[config.mk]
export PLATFORM = sky130hd
export DESIGN_NAME = game_state_ctrl
export DESIGN_NICKNAME = d
export VERILOG_FILES = /design/src/rtl/game_pkg.sv /design/src/rtl/sync_edge.sv /design/src/rtl/game_state_ctrl.sv
export SDC_FILE = /design/constraint.sdc
export NUM_CORES = 1
export LEC_CHECK = 0
export CAP_MARGIN = 20
export CORE_MARGIN = 4
export CORE_UTILIZATION = 56
export DETAILED_ROUTE_END_ITERATION = 10
export GPL_TIMING_DRIVEN = 0
export PLACE_DENSITY = 0.86
export SKIP_LAST_GASP = 1
export SLEW_MARGIN = 10
export SYNTH_ARGS = -nofsm -noshare
export SYNTH_HDL_FRONTEND = slang
export SYNTH_SLANG_ARGS = --single-unit
[constraint.sdc]
create_clock -name Clk50 -period 5.6 [get_ports Clk50]
set_input_delay 1.12 -clock Clk50 [delete_from_list [all_inputs] [get_ports Clk50]]
set_output_delay 1.12 -clock Clk50 [all_outputs]
set_load 0.02 [all_outputs]
[src/rtl/game_pkg.sv]
// rtl/game_pkg.sv - shared state encoding and default constants for the game controller
package game_pkg;

    typedef enum logic [1:0] {
        START   = 2'b00,
        PLAYING = 2'b01,
        OVER    = 2'b10
    } game_state_t;

    localparam int         SCORE_MAX_DEF = 99999;
    localparam logic [7:0] KEY_START_DEF = 8'h2C;

endpackage

[src/rtl/sync_edge.sv]
// rtl/sync_edge.sv - two-flop synchroniser with registered rising-edge pulse
module sync_edge (
    input  logic Clk50,
    input  logic Reset,
    input  logic d,
    output logic rise
);

    logic r_s1;
    logic r_s2;
    logic r_s3;
    logic r_v1;
    logic r_v2;
    logic r_seen_low;
    logic r_rise;

    // r_v1/r_v2 track when r_s2 holds a real sample; a rise is only believed
    // after a genuine low has been seen, so a level held through reset is not an edge.
    always_ff @(posedge Clk50 or posedge Reset) begin
        if (Reset) begin
            r_s1       <= 1'b0;
            r_s2       <= 1'b0;
            r_s3       <= 1'b0;
            r_v1       <= 1'b0;
            r_v2       <= 1'b0;
            r_seen_low <= 1'b0;
            r_rise     <= 1'b0;
        end else begin
            r_s1       <= d;
            r_s2       <= r_s1;
            r_s3       <= r_s2;
            r_v1       <= 1'b1;
            r_v2       <= r_v1;
            r_seen_low <= r_seen_low | (r_v2 & ~r_s2);
            r_rise     <= r_s2 & ~r_s3 & r_seen_low;
        end
    end

    assign rise = r_rise;

endmodule

[src/rtl/game_state_ctrl.sv]
// rtl/game_state_ctrl.sv - game state machine with frame-paced scoring and high-score tracking
module game_state_ctrl
    import game_pkg::*;
#(
    parameter int         SCORE_DIV = 6,
    parameter int         OVER_LOCK = 30,
    parameter int         SCORE_MAX = SCORE_MAX_DEF,
    parameter logic [7:0] KEY_START = KEY_START_DEF
) (
    input  logic        Clk50,
    input  logic        Reset,
    input  logic        frame_Clk,
    input  logic [7:0]  keycode,
    input  logic        Dead,
    output logic [1:0]  Game_State,
    output logic [31:0] score,
    output logic [31:0] high_score,
    output logic        new_high,
    output logic        frame_tick
);

    localparam int                DIV_W     = (SCORE_DIV > 1) ? $clog2(SCORE_DIV) : 1;
    localparam int                LOCK_W    = $clog2(OVER_LOCK + 1);
    localparam logic [DIV_W-1:0]  DIV_LAST  = DIV_W'(SCORE_DIV - 1);
    localparam logic [LOCK_W-1:0] LOCK_END  = LOCK_W'(OVER_LOCK);
    localparam logic [31:0]       SCORE_TOP = 32'(SCORE_MAX);

    logic              w_frame_tick;
    logic              w_key_press;
    logic              r_key_d;
    logic              r_key_prev;
    logic              r_key_v;
    logic              r_key_ok;
    game_state_t       r_state;
    logic [31:0]       r_score;
    logic [31:0]       r_high;
    logic              r_new_high;
    logic [DIV_W-1:0]  r_div;
    logic [LOCK_W-1:0] r_lock;

    sync_edge u_frame_sync (
        .Clk50 (Clk50),
        .Reset (Reset),
        .d     (frame_Clk),
        .rise  (w_frame_tick)
    );

    // Same guard as the frame path: a key held across reset never counts as a press.
    always_ff @(posedge Clk50 or posedge Reset) begin
        if (Reset) begin
            r_key_d    <= 1'b0;
            r_key_prev <= 1'b0;
            r_key_v    <= 1'b0;
            r_key_ok   <= 1'b0;
        end else begin
            r_key_d    <= (keycode == KEY_START);
            r_key_prev <= r_key_d;
            r_key_v    <= 1'b1;
            r_key_ok   <= r_key_ok | (r_key_v & ~r_key_d);
        end
    end

    assign w_key_press = r_key_d & ~r_key_prev & r_key_ok;

    always_ff @(posedge Clk50 or posedge Reset) begin
        if (Reset) begin
            r_state    <= START;
            r_score    <= 32'd0;
            r_high     <= 32'd0;
            r_new_high <= 1'b0;
            r_div      <= '0;
            r_lock     <= '0;
        end else begin
            case (r_state)
                START: begin
                    if (w_key_press) begin
                        r_state    <= PLAYING;
                        r_score    <= 32'd0;
                        r_div      <= '0;
                        r_new_high <= 1'b0;
                    end
                end
                PLAYING: begin
                    // Dead wins over a coincident frame tick: the final frame scores nothing.
                    if (Dead) begin
                        r_state <= OVER;
                        r_lock  <= '0;
                        if (r_score > r_high) begin
                            r_high     <= r_score;
                            r_new_high <= 1'b1;
                        end else begin
                            r_new_high <= 1'b0;
                        end
                    end else if (w_frame_tick) begin
                        if (r_div == DIV_LAST) begin
                            r_div <= '0;
                            if (r_score < SCORE_TOP) begin
                                r_score <= r_score + 32'd1;
                            end
                        end else begin
                            r_div <= r_div + 1'b1;
                        end
                    end
                end
                OVER: begin
                    if (w_key_press && (r_lock == LOCK_END)) begin
                        r_state    <= PLAYING;
                        r_score    <= 32'd0;
                        r_div      <= '0;
                        r_new_high <= 1'b0;
                    end else if (w_frame_tick && (r_lock != LOCK_END)) begin
                        r_lock <= r_lock + 1'b1;
                    end
                end
                default: begin
                    r_state <= START;
                end
            endcase
        end
    end

    assign Game_State = r_state;
    assign score      = r_score;
    assign high_score = r_high;
    assign new_high   = r_new_high;
    assign frame_tick = w_frame_tick;

endmodule

After elaboration in Yosys (flattened, before gate mapping)
Index checks and enable logic that the tools add are counted.
{"block": "op_classes", "addsub": 3, "n_lt_le_gt_ge": 2, "eq_ne": 15, "n_mux": 26, "bitwise_logic": 12, "reduce_logical": 11}
{"operator": "$mux 32", "count": 6}
{"operator": "$pmux 32 s3", "count": 1}
{"operator": "$add 32x1->32 const B", "count": 1}
{"operator": "$gt 32x32->1", "count": 1}
{"operator": "$lt 32x17->1 const B", "count": 1}
{"operator": "$ne 2x2->1 const B", "count": 8}
{"operator": "$mux 3", "count": 5}
{"operator": "$mux 5", "count": 3}
{"operator": "$pmux 5 s2", "count": 1}
{"operator": "$pmux 3 s3", "count": 1}
{"operator": "$eq 8x6->1 const B", "count": 1}
{"operator": "$reduce_and 4->1", "count": 2}
{"operator": "$reduce_and 7->1", "count": 1}
{"operator": "$and 1x1->1", "count": 6}
{"operator": "$mux 2", "count": 3}
{"operator": "$pmux 2 s3", "count": 1}
{"operator": "$reduce_and 3->1", "count": 2}
{"operator": "$add 5x1->5 const B", "count": 1}
{"operator": "$eq 5x5->1 const B", "count": 1}
{"operator": "$ne 5x5->1 const B", "count": 1}
{"operator": "$reduce_and 5->1", "count": 1}
{"operator": "$mux 1", "count": 4}
{"operator": "$not 1->1", "count": 4}
{"operator": "$add 3x1->3 const B", "count": 1}
{"operator": "10 further kinds", "count": 12}
{"block": "totals", "register_bits": 85, "in_bits": 12, "output_inout_bits": 68, "wordCells": 85}

Depth between registers and ports, before layout
Gate-level depths: netlist of the first run.
{"block": "depth", "ltp_word": 6, "depth_mapped": 9, "ltp_nobuf": 8}

Modules after synthesis
Synthesis of the first run repeated with hierarchy kept, for this count alone.
{"block": "unflattened", "cells_unflattened": 421, "hier_area_um2": 4454.3}
{"module": "game_state_ctrl", "n_inst": 1, "cells_per_inst": 409, "area_each_um2": 4247.8, "seq_area_each_um2": 1976.9}
{"module": "sync_edge", "n_inst": 1, "cells_per_inst": 12, "area_each_um2": 206.4, "seq_area_each_um2": 175.2}

Worst setup path before layout of the first run
Ideal clock, no wire load.
{"block": "synth_path", "path_kind": "register to register", "from": "reg r_score[14], in the netlist score[14]", "to": "reg r_high[10], in the netlist high_score[10]", "setup_ps": 125, "arrival_ps": 2637, "t_required_ps": 5475, "path_slack_ps": 2838, "stages_incl_launch_ff": 9, "path_buffers": 1, "synth_period_minus_slack_ps": 2762, "path_cell_list": "dfrtp_1 ha_1 nand4_1 nor3_1 a21boi_0 or4b_1 a41oi_1 buf_2 mux2_2"}
{"block": "synth_via", "elab_chain_cells": 2}
{"element": "start, declared", "line": "game_state_ctrl.sv:35", "text": "logic [31:0] r_score;"}
{"element": "start signal, assigned", "line": "game_state_ctrl.sv:98", "text": "r_score <= r_score + 32'd1;"}
{"element": "$gt 32x32->1", "line": "game_state_ctrl.sv:88", "text": "if (r_score > r_high) begin"}
{"element": "$reduce_and 3->1 (no line)"}
{"element": "end signal, assigned", "line": "game_state_ctrl.sv:89", "text": "r_high <= r_score;"}
{"element": "end, declared", "line": "game_state_ctrl.sv:36", "text": "logic [31:0] r_high;"}
No other way between the ends.
A chain may end at the register's enable or synchronous reset.

Worst setup path in the final report of the first run
{"block": "layout_path", "from": "reg r_score[14], in the netlist score[14]", "to": "reg r_high[15], in the netlist high_score[15]"}
Same word-level chain as after synthesis.

==> impl_results.md, run 1 <==
- Global-route met1 utilization: 30.34%
- CTS Root Cell: clkbuf_8
- Final Slew Violations: 0
- Setup TNS: 0 ns
- Maximum clock rate: 0.3109 GHz
- GR Util met3: 4.893%
- Max cap viols: 0
- Min Tclk post-route: 3.217 ns
- Startpoint Class: register
- Critical path required time: 5.85 ns
- Wirelength, routed: 9825 um
- Layout area overhead: 26.42%
- Core ar.: 7331 um2
- Global routing's busiest layer: met2
- WHS Path Cells: 0
- Worst R2R Path Depth: 8
- GRT Total Usage: 23.30%
- EDFF count, synth: 0
- Num CTS Buffers: 9
- Htree depth: 3
- Syn Area/Cell: 10.99 um2
- # IOs: 80
- Die Ht: 95.39 um
- CTS Buffer Depth: 2
- DR iter-0 viols: 145
- Crit-path slowest cell: or4b_1
- First-pass GRT wire length: 16420 um
- Clk Latency, worst-skew pair: 0.36 ns
- Vias in the first global route: 3365
- Mapped Nets: 436
- Min-Delay Path Class: reg2reg
- Grt total ovfl: 0
- Starting density of the core: 58.34%
- Worst Path Buf+Inv: 1
- Unrepaired setup endpoints after global routing: no
- Part of the power in registers: 55.0%
- CTS tree: done
- Most common cell after layout, fill and taps aside: dfrtp_1
- Vias per cell: 5.704
- Row count: 31
- P per Cell Area: 228.5 nW/um2
- Synthesis Warnings: 0
- Antenna viol nets, final: 0
- Largest delay contributor family on the critical path: simple AND/OR/NAND/NOR gates
- Post-CTS Setup Bufs: 0
- Final setup fails: 0
- Sink Count: 85
- Sequential area share after synthesis: 49.74%
- Die area: 9099 um2
- Final setup margin: 2.383 ns
- Mapped Area: 4277 um2
- Mapped Cells: 389
- Slew of the pin with the lowest slew margin: 0.6438 ns
- Endpoints failing hold: 0
- Hold-fix buffers at CTS: 0
- Placement Setup Slack: 2.354 ns
- Final Skew: 0.01513 ns
- Async S/R FF share, synth: 100.0%
- Crit path capture type: register
- Diodes inserted: 0
- DP Wirelength: 7244 um
- Vias: 3331
- WL per Instance: 16.82 um
- Worst-path clk slew: 0.09 ns
- Yosys cell types: 45
- Clock power frac: 33.3%
- Cell Int Power: 900.6 uW
- Main flop type after synthesis: dfrtp_1
- Peak supply drop: 0.1732 mV
- Flops & latches, synth: 85
- Die X: 95.39 um
- Largest net degree at the start of global routing: 69
- Crit Path Max Fanout: 10
- DRC errors left: 0
- GRT met2 Usage: 38.19%
- Levels on crit path: 8
- Layout fillers: 507
- CP Class: reg2reg
- P_sw: 334.7 uW
- Commonest cells after routing, fill and taps aside: dfrtp_1 (85), clkdlybuf4s50_1 (79), inv_1 (36), ha_1 (35), mux2_2 (33)
- Net Sw Frac: 27.09%
- Antenna violations before repair: 0
- Run status: finished clean
- # nets final: 527
- Final Cycle Share: 57.45%
- Max_slew headroom: 56.82%
- LEAKAGE: 0.002446 uW
- RePlAce Congestion: 0.8446
- IO buf count: 79
- Crit-path max cell delay: 0.52 ns
- WP data arrival: 3.47 ns
- Combinational Power Share: 11.8%
- Post-CTS Resized: 0
- Layout cell share with drive strength beyond 1: 11.96%
- Crit path cell chain: ha_1, nand4_1, nor3_1, a21boi_0, or4b_1, a41oi_1, buf_2, mux2_2
- Drt first pass iters: 4
-- flip-flops by register name (all words and copies together), names as in the netlist, 2 cells and up --
| name | count |
|---|---|
| r_lock | 5 |
| r_div | 3 |
| Game_State | 2 |
| high_score | 32 |
| score | 32 |
-- metrics by stage --
step                util (%)  hold slack (ns)  instances  power (uW)  instance area, um2
detailed placement     71.22           0.3492        568       834.1                5221
floorplan                  -           0.3312        389       770.8                4277
CTS                    73.75           0.3683        584        1236                5406
global route           73.75           0.3747        584        1286                5406
finish                 73.75           0.3650        584        1235                5406
global placement       70.81           0.3328        567       822.8                5191
-- worst paths after layout --
kind / start / end / slack, ns
worst min register to register: u_frame_sync.r_s1 / u_frame_sync.r_s2 / 0.37
min in group asynchronous: Reset / high_score[1] / 1.05
max in group asynchronous: Reset / score[12] / 3.96
worst max register to register: score[14] / high_score[15] / 2.38
worst max-delay path: score[14] / high_score[15] / 2.38
worst min-delay path: u_frame_sync.r_s1 / u_frame_sync.r_s2 / 0.37
-- layer usage --
metal | wire (um) | vias to the layer above
li1 | - | 1566
met1 | 4223 | 1642
met2 | 4848 | 101
met3 | 533 | 22
met4 | 219 | 0
met5 | 0 | -
-- power by group through the flow --
| stage | Clock [uW] | Combinational, uW | Sequential [uW] |
|---|---|---|---|
| 3_3_place_gp | 0 | 135 | 687 |
| 3_5_place_dp | 0 | 145 | 689 |
| 2_1_floorplan | 0 | 74.7 | 696 |
| 6_report | 411 | 145 | 679 |
| 5_1_grt | 440 | 162 | 683 |
| 4_1_cts | 412 | 146 | 678 |
-- cell usage after synthesis, types with 3 or more instances --
master / count / area [um2]
o31ai_1: 3 / 22.52
mux2_2: 33 / 371.6
buf_2: 4 / 20.02
or3_1: 3 / 18.77
or4_1: 4 / 30.03
nor3_1: 3 / 15.01
nand4_1: 15 / 93.84
clkbuf_1: 5 / 18.77
nand3_1: 13 / 65.06
and4_1: 4 / 35.03
nor2_1: 16 / 60.06
a21o_1: 5 / 37.54
and2_1: 19 / 118.9
nor2b_1: 3 / 18.77
ha_1: 35 / 437.9
xor2_1: 8 / 70.07
nand2_1: 26 / 97.59
dfrtp_1: 85 / 2127
a211oi_1: 5 / 37.54
o21ai_0: 13 / 65.06
inv_1: 37 / 138.9
a21oi_1: 16 / 80.08
o211ai_1: 4 / 30.03
nor4_1: 5 / 31.28
-- cell families (layout without fill, tap and decap cells) --
group,Yosys count,count (layout),share of synthesized area [%]
AO/OA/AOI/OAI,54,54,8.397
XOR/XNOR,10,10,2.048
adder cells (fa/ha/maj),35,35,10.24
buffers and inverters,46,142,4.154
flip-flops,85,85,49.74
multiplexers,34,34,8.923
other,1,1,0.08769
AND/OR/NAND/NOR,124,124,16.41
-- area by class of cell --
cell class	count	area (um2)	area share, %
buffer	9	38.79	0.7174
clock buffer	12	155.1	2.870
clock inverter	4	30.03	0.5554
timing repair buffer	80	818.3	15.14
sequential	85	2127	39.34
inverter	37	141.4	2.615
tap	99	123.9	2.291
multi-input combinational	258	1972	36.47
(Power assumes the default switching activity.)
==> run 2: changes to the inputs <==
--- a/config.mk
+++ b/config.mk
@@ -7,10 +7,10 @@
 export LEC_CHECK = 0
 export CAP_MARGIN = 20
 export CORE_MARGIN = 4
-export CORE_UTILIZATION = 56
+export CORE_UTILIZATION = 52
 export DETAILED_ROUTE_END_ITERATION = 10
 export GPL_TIMING_DRIVEN = 0
-export PLACE_DENSITY = 0.86
+export PLACE_DENSITY = 0.81
 export SKIP_LAST_GASP = 1
 export SLEW_MARGIN = 10
 export SYNTH_ARGS = -nofsm -noshare
==> constraint.sdc (replaced) <==
create_clock -name Clk50 -period 3.1 [get_ports Clk50]
set_input_delay 0.62 -clock Clk50 [delete_from_list [all_inputs] [get_ports Clk50]]
set_output_delay 0.62 -clock Clk50 [all_outputs]
set_load 0.02 [all_outputs]
==> run 2 against run 1 <==
  * Maximum frequency rose by 7.6%
  * Total power rose by 86%
  * Final cell count rose by 0.51%
  * Clock-buffer cell count fell by 3
  * Critical path type unchanged
  * Routed wire length fell by 3.0%
  * Flip-flop and latch count did not move
  * Die area rose by 7.0%
  * Sequential power rose by 80%
  * Highest routed layer unchanged
  * Utilization fell by 4.1 points
  * Clock skew fell by 0.0019 ns
==> impl_results.md, run 2 (synthesis gave the netlist of run 1 again) <==
- Starting density of the core: 54.50% (was 58.34%)
- Vias: 3257 (was 3331)
- Crit Path Max Fanout: 10 (unchanged)
- Htree depth: 3 (unchanged)
- Critical path required time: 3.35 ns (was 5.85 ns)
- Hold Path End: u_frame_sync.r_s2 (unchanged)
- Reg2reg end: high_score[24] (was high_score[15])
- Vias per cell: 5.549 (was 5.704)
- Final Cycle Share: 96.43% (was 57.45%)
- Final Skew: 0.01324 ns (was 0.01513 ns)
- Global-route met1 utilization: 26.60% (was 30.34%)
- Most common cell after layout, fill and taps aside: dfrtp_1 (unchanged)
- Endpoints failing hold: 0 (unchanged)
- CTS Root Cell: clkbuf_8 (unchanged)
- Die X: 98.69 um (was 95.39 um)
- Antenna violations before repair: 0 (unchanged)
- P per Cell Area: 421.5 nW/um2 (was 228.5 nW/um2)
- Crit path capture type: register (unchanged)
- Final setup fails: 0 (unchanged)
- Register area: 2127 um2 (unchanged)
- Row count: 32 (was 31)
- GRT Total Usage: 20.72% (was 23.30%)
- Wirelength, routed: 9530 um (was 9825 um)
- Hold-fix buffers at CTS: 0 (unchanged)
- Final setup margin: 0.1106 ns (was 2.383 ns)
- Layout area overhead: 27.74% (was 26.42%)
- LEAKAGE: 0.002462 uW (was 0.002446 uW)
- GR Util met3: 3.822% (was 4.893%)
- Worst R2R Path Depth: 8 (unchanged)
- First-pass GRT wire length: 16120 um (was 16420 um)
- Global routing's busiest layer: met2 (unchanged)
- Slew of the pin with the lowest slew margin: 0.5833 ns (was 0.6438 ns)
- Antenna viol nets, final: 0 (unchanged)
- IO buf count: 79 (unchanged)
- Max cap viols: 0 (unchanged)
- Post-CTS Setup Bufs: 0 (unchanged)
- CP Class: reg2reg (unchanged)
- # IOs: 80 (unchanged)
- Post-CTS Resized: 1 (was 0)
- Maximum clock rate: 0.3345 GHz (was 0.3109 GHz)
- Layout cell share with drive strength beyond 1: 12.58% (was 11.96%)
- Commonest cells after routing, fill and taps aside: dfrtp_1 (85), clkdlybuf4s50_1 (79), inv_1 (36), ha_1 (35), mux2_2 (33) (unchanged)
- Placement Setup Slack: -0.1604 ns (was 2.354 ns)
- Area of the multi-input gates: 1997 um2 (was 1972 um2)
- DRC errors left: 0 (unchanged)
- R2R setup slack: 0.11 ns (was 2.38 ns)
- Max_slew headroom: 60.88% (was 56.82%)
- Run status: finished clean (unchanged)
- Startpoint Class: register (unchanged)
- CTS tree: done (unchanged)
- Drt first pass iters: 4 (unchanged)
- DR iter-0 viols: 139 (was 145)
- Layout fillers: 605 (was 507)
- Grt total ovfl: 0 (unchanged)
- GRT met2 Usage: 35.15% (was 38.19%)
- Vias in the first global route: 3234 (was 3365)
- Die area: 9739 um2 (was 9099 um2)
- CTS Buffer Depth: 2 (unchanged)
- # nets final: 527 (unchanged)
- Clk Latency, worst-skew pair: 0.36 ns (about the same)
- Hold path start: u_frame_sync.r_s1 (unchanged)
- Core ar.: 7848 um2 (was 7331 um2)
- WL per Instance: 16.24 um (was 16.82 um)
- WHS Path Cells: 0 (unchanged)
- Min-Delay Path Class: reg2reg (unchanged)
- Peak supply drop: 0.3074 mV (was 0.1732 mV)
- Diodes inserted: 0 (unchanged)
- Min Tclk post-route: 2.989 ns (was 3.217 ns)
- Worst-path clk slew: 0.09 ns (about the same)
- Largest net degree at the start of global routing: 64 (was 69)
- Num CTS Buffers: 9 (unchanged)
- Die Ht: 98.69 um (was 95.39 um)
- Final Core Density: 69.61% (was 73.75%)
- Critical R2R Launch: score[13] (was score[14])
- RePlAce Congestion: 0.7920 (was 0.8446)
- DP Wirelength: 7164 um (was 7244 um)
- Final Slew Violations: 0 (unchanged)
- WP data arrival: 3.24 ns (was 3.47 ns)
- Sink Count: 85 (unchanged)
run 2: cell types whose count changed in the layout (fill, tap and decap cells not counted), moves of 2 or more:
cell      change
buf_2         -3
buf_4         +2
clkbuf_8      -2
inv_6         +2
run 2: worst max path at each step:
stage,startpoint,to,slack (ns),cells past startpoint
after floorplan,Reset,Game_State[0],0.29,1
after global placement,Reset,high_score[24],-1.0,2
after detailed placement,score[15],high_score[7],-0.16,8
after CTS,score[15],high_score[7],0.005,8
after global routing,score[13],high_score[26],-0.003,8
final,score[13],high_score[24],0.11,8
run 2: metal layers:
metal,vias to the layer above,share of wire (%)
met5,-,0
met4,0,1.8
met3,12,5.8
met2,88,50
met1,1593,43
li1,1564,-
run 2: power by group:
group | switching [uW] | total, uW | leakage (uW) | internal [uW]
clock | 430 | 814 | 0.000101 | 384
combinational | 143 | 266 | 0.00122 | 124
sequential | 56.3 | 1220 | 0.00115 | 1170
run 2: layout make-up:
type                       instances  area share [%]
tap                              102           2.336
sequential                        85           38.94
multi-input combinational        258           36.56
clock inverter                     7           1.489
clock buffer                       9           2.268
timing repair buffer              80           14.98
inverter                          37           2.588
buffer                             9          0.8475
run 2: through the flow:
step	TNS [ns]	hold slack (ns)	cell area, um2	std cells	power, uW
finish	0	0.3633	5463	587	2303
global route	-0.004530	0.3595	5463	587	2419
CTS	0	0.3564	5438	587	2316
detailed placement	-3.890	0.3358	5225	571	1504
global placement	-86.67	0.3315	5195	570	1487
floorplan	0	0.3312	4277	389	1392
run 2: critical path, cell delays in order (launching register included):
cell      delay (ns)
dfrtp_1         0.49
ha_1            0.36
nand4_1         0.18
nor3_1          0.12
a21boi_0        0.15
or4b_1          0.56
a41oi_4         0.36
clkbuf_4        0.30
mux2_2          0.36
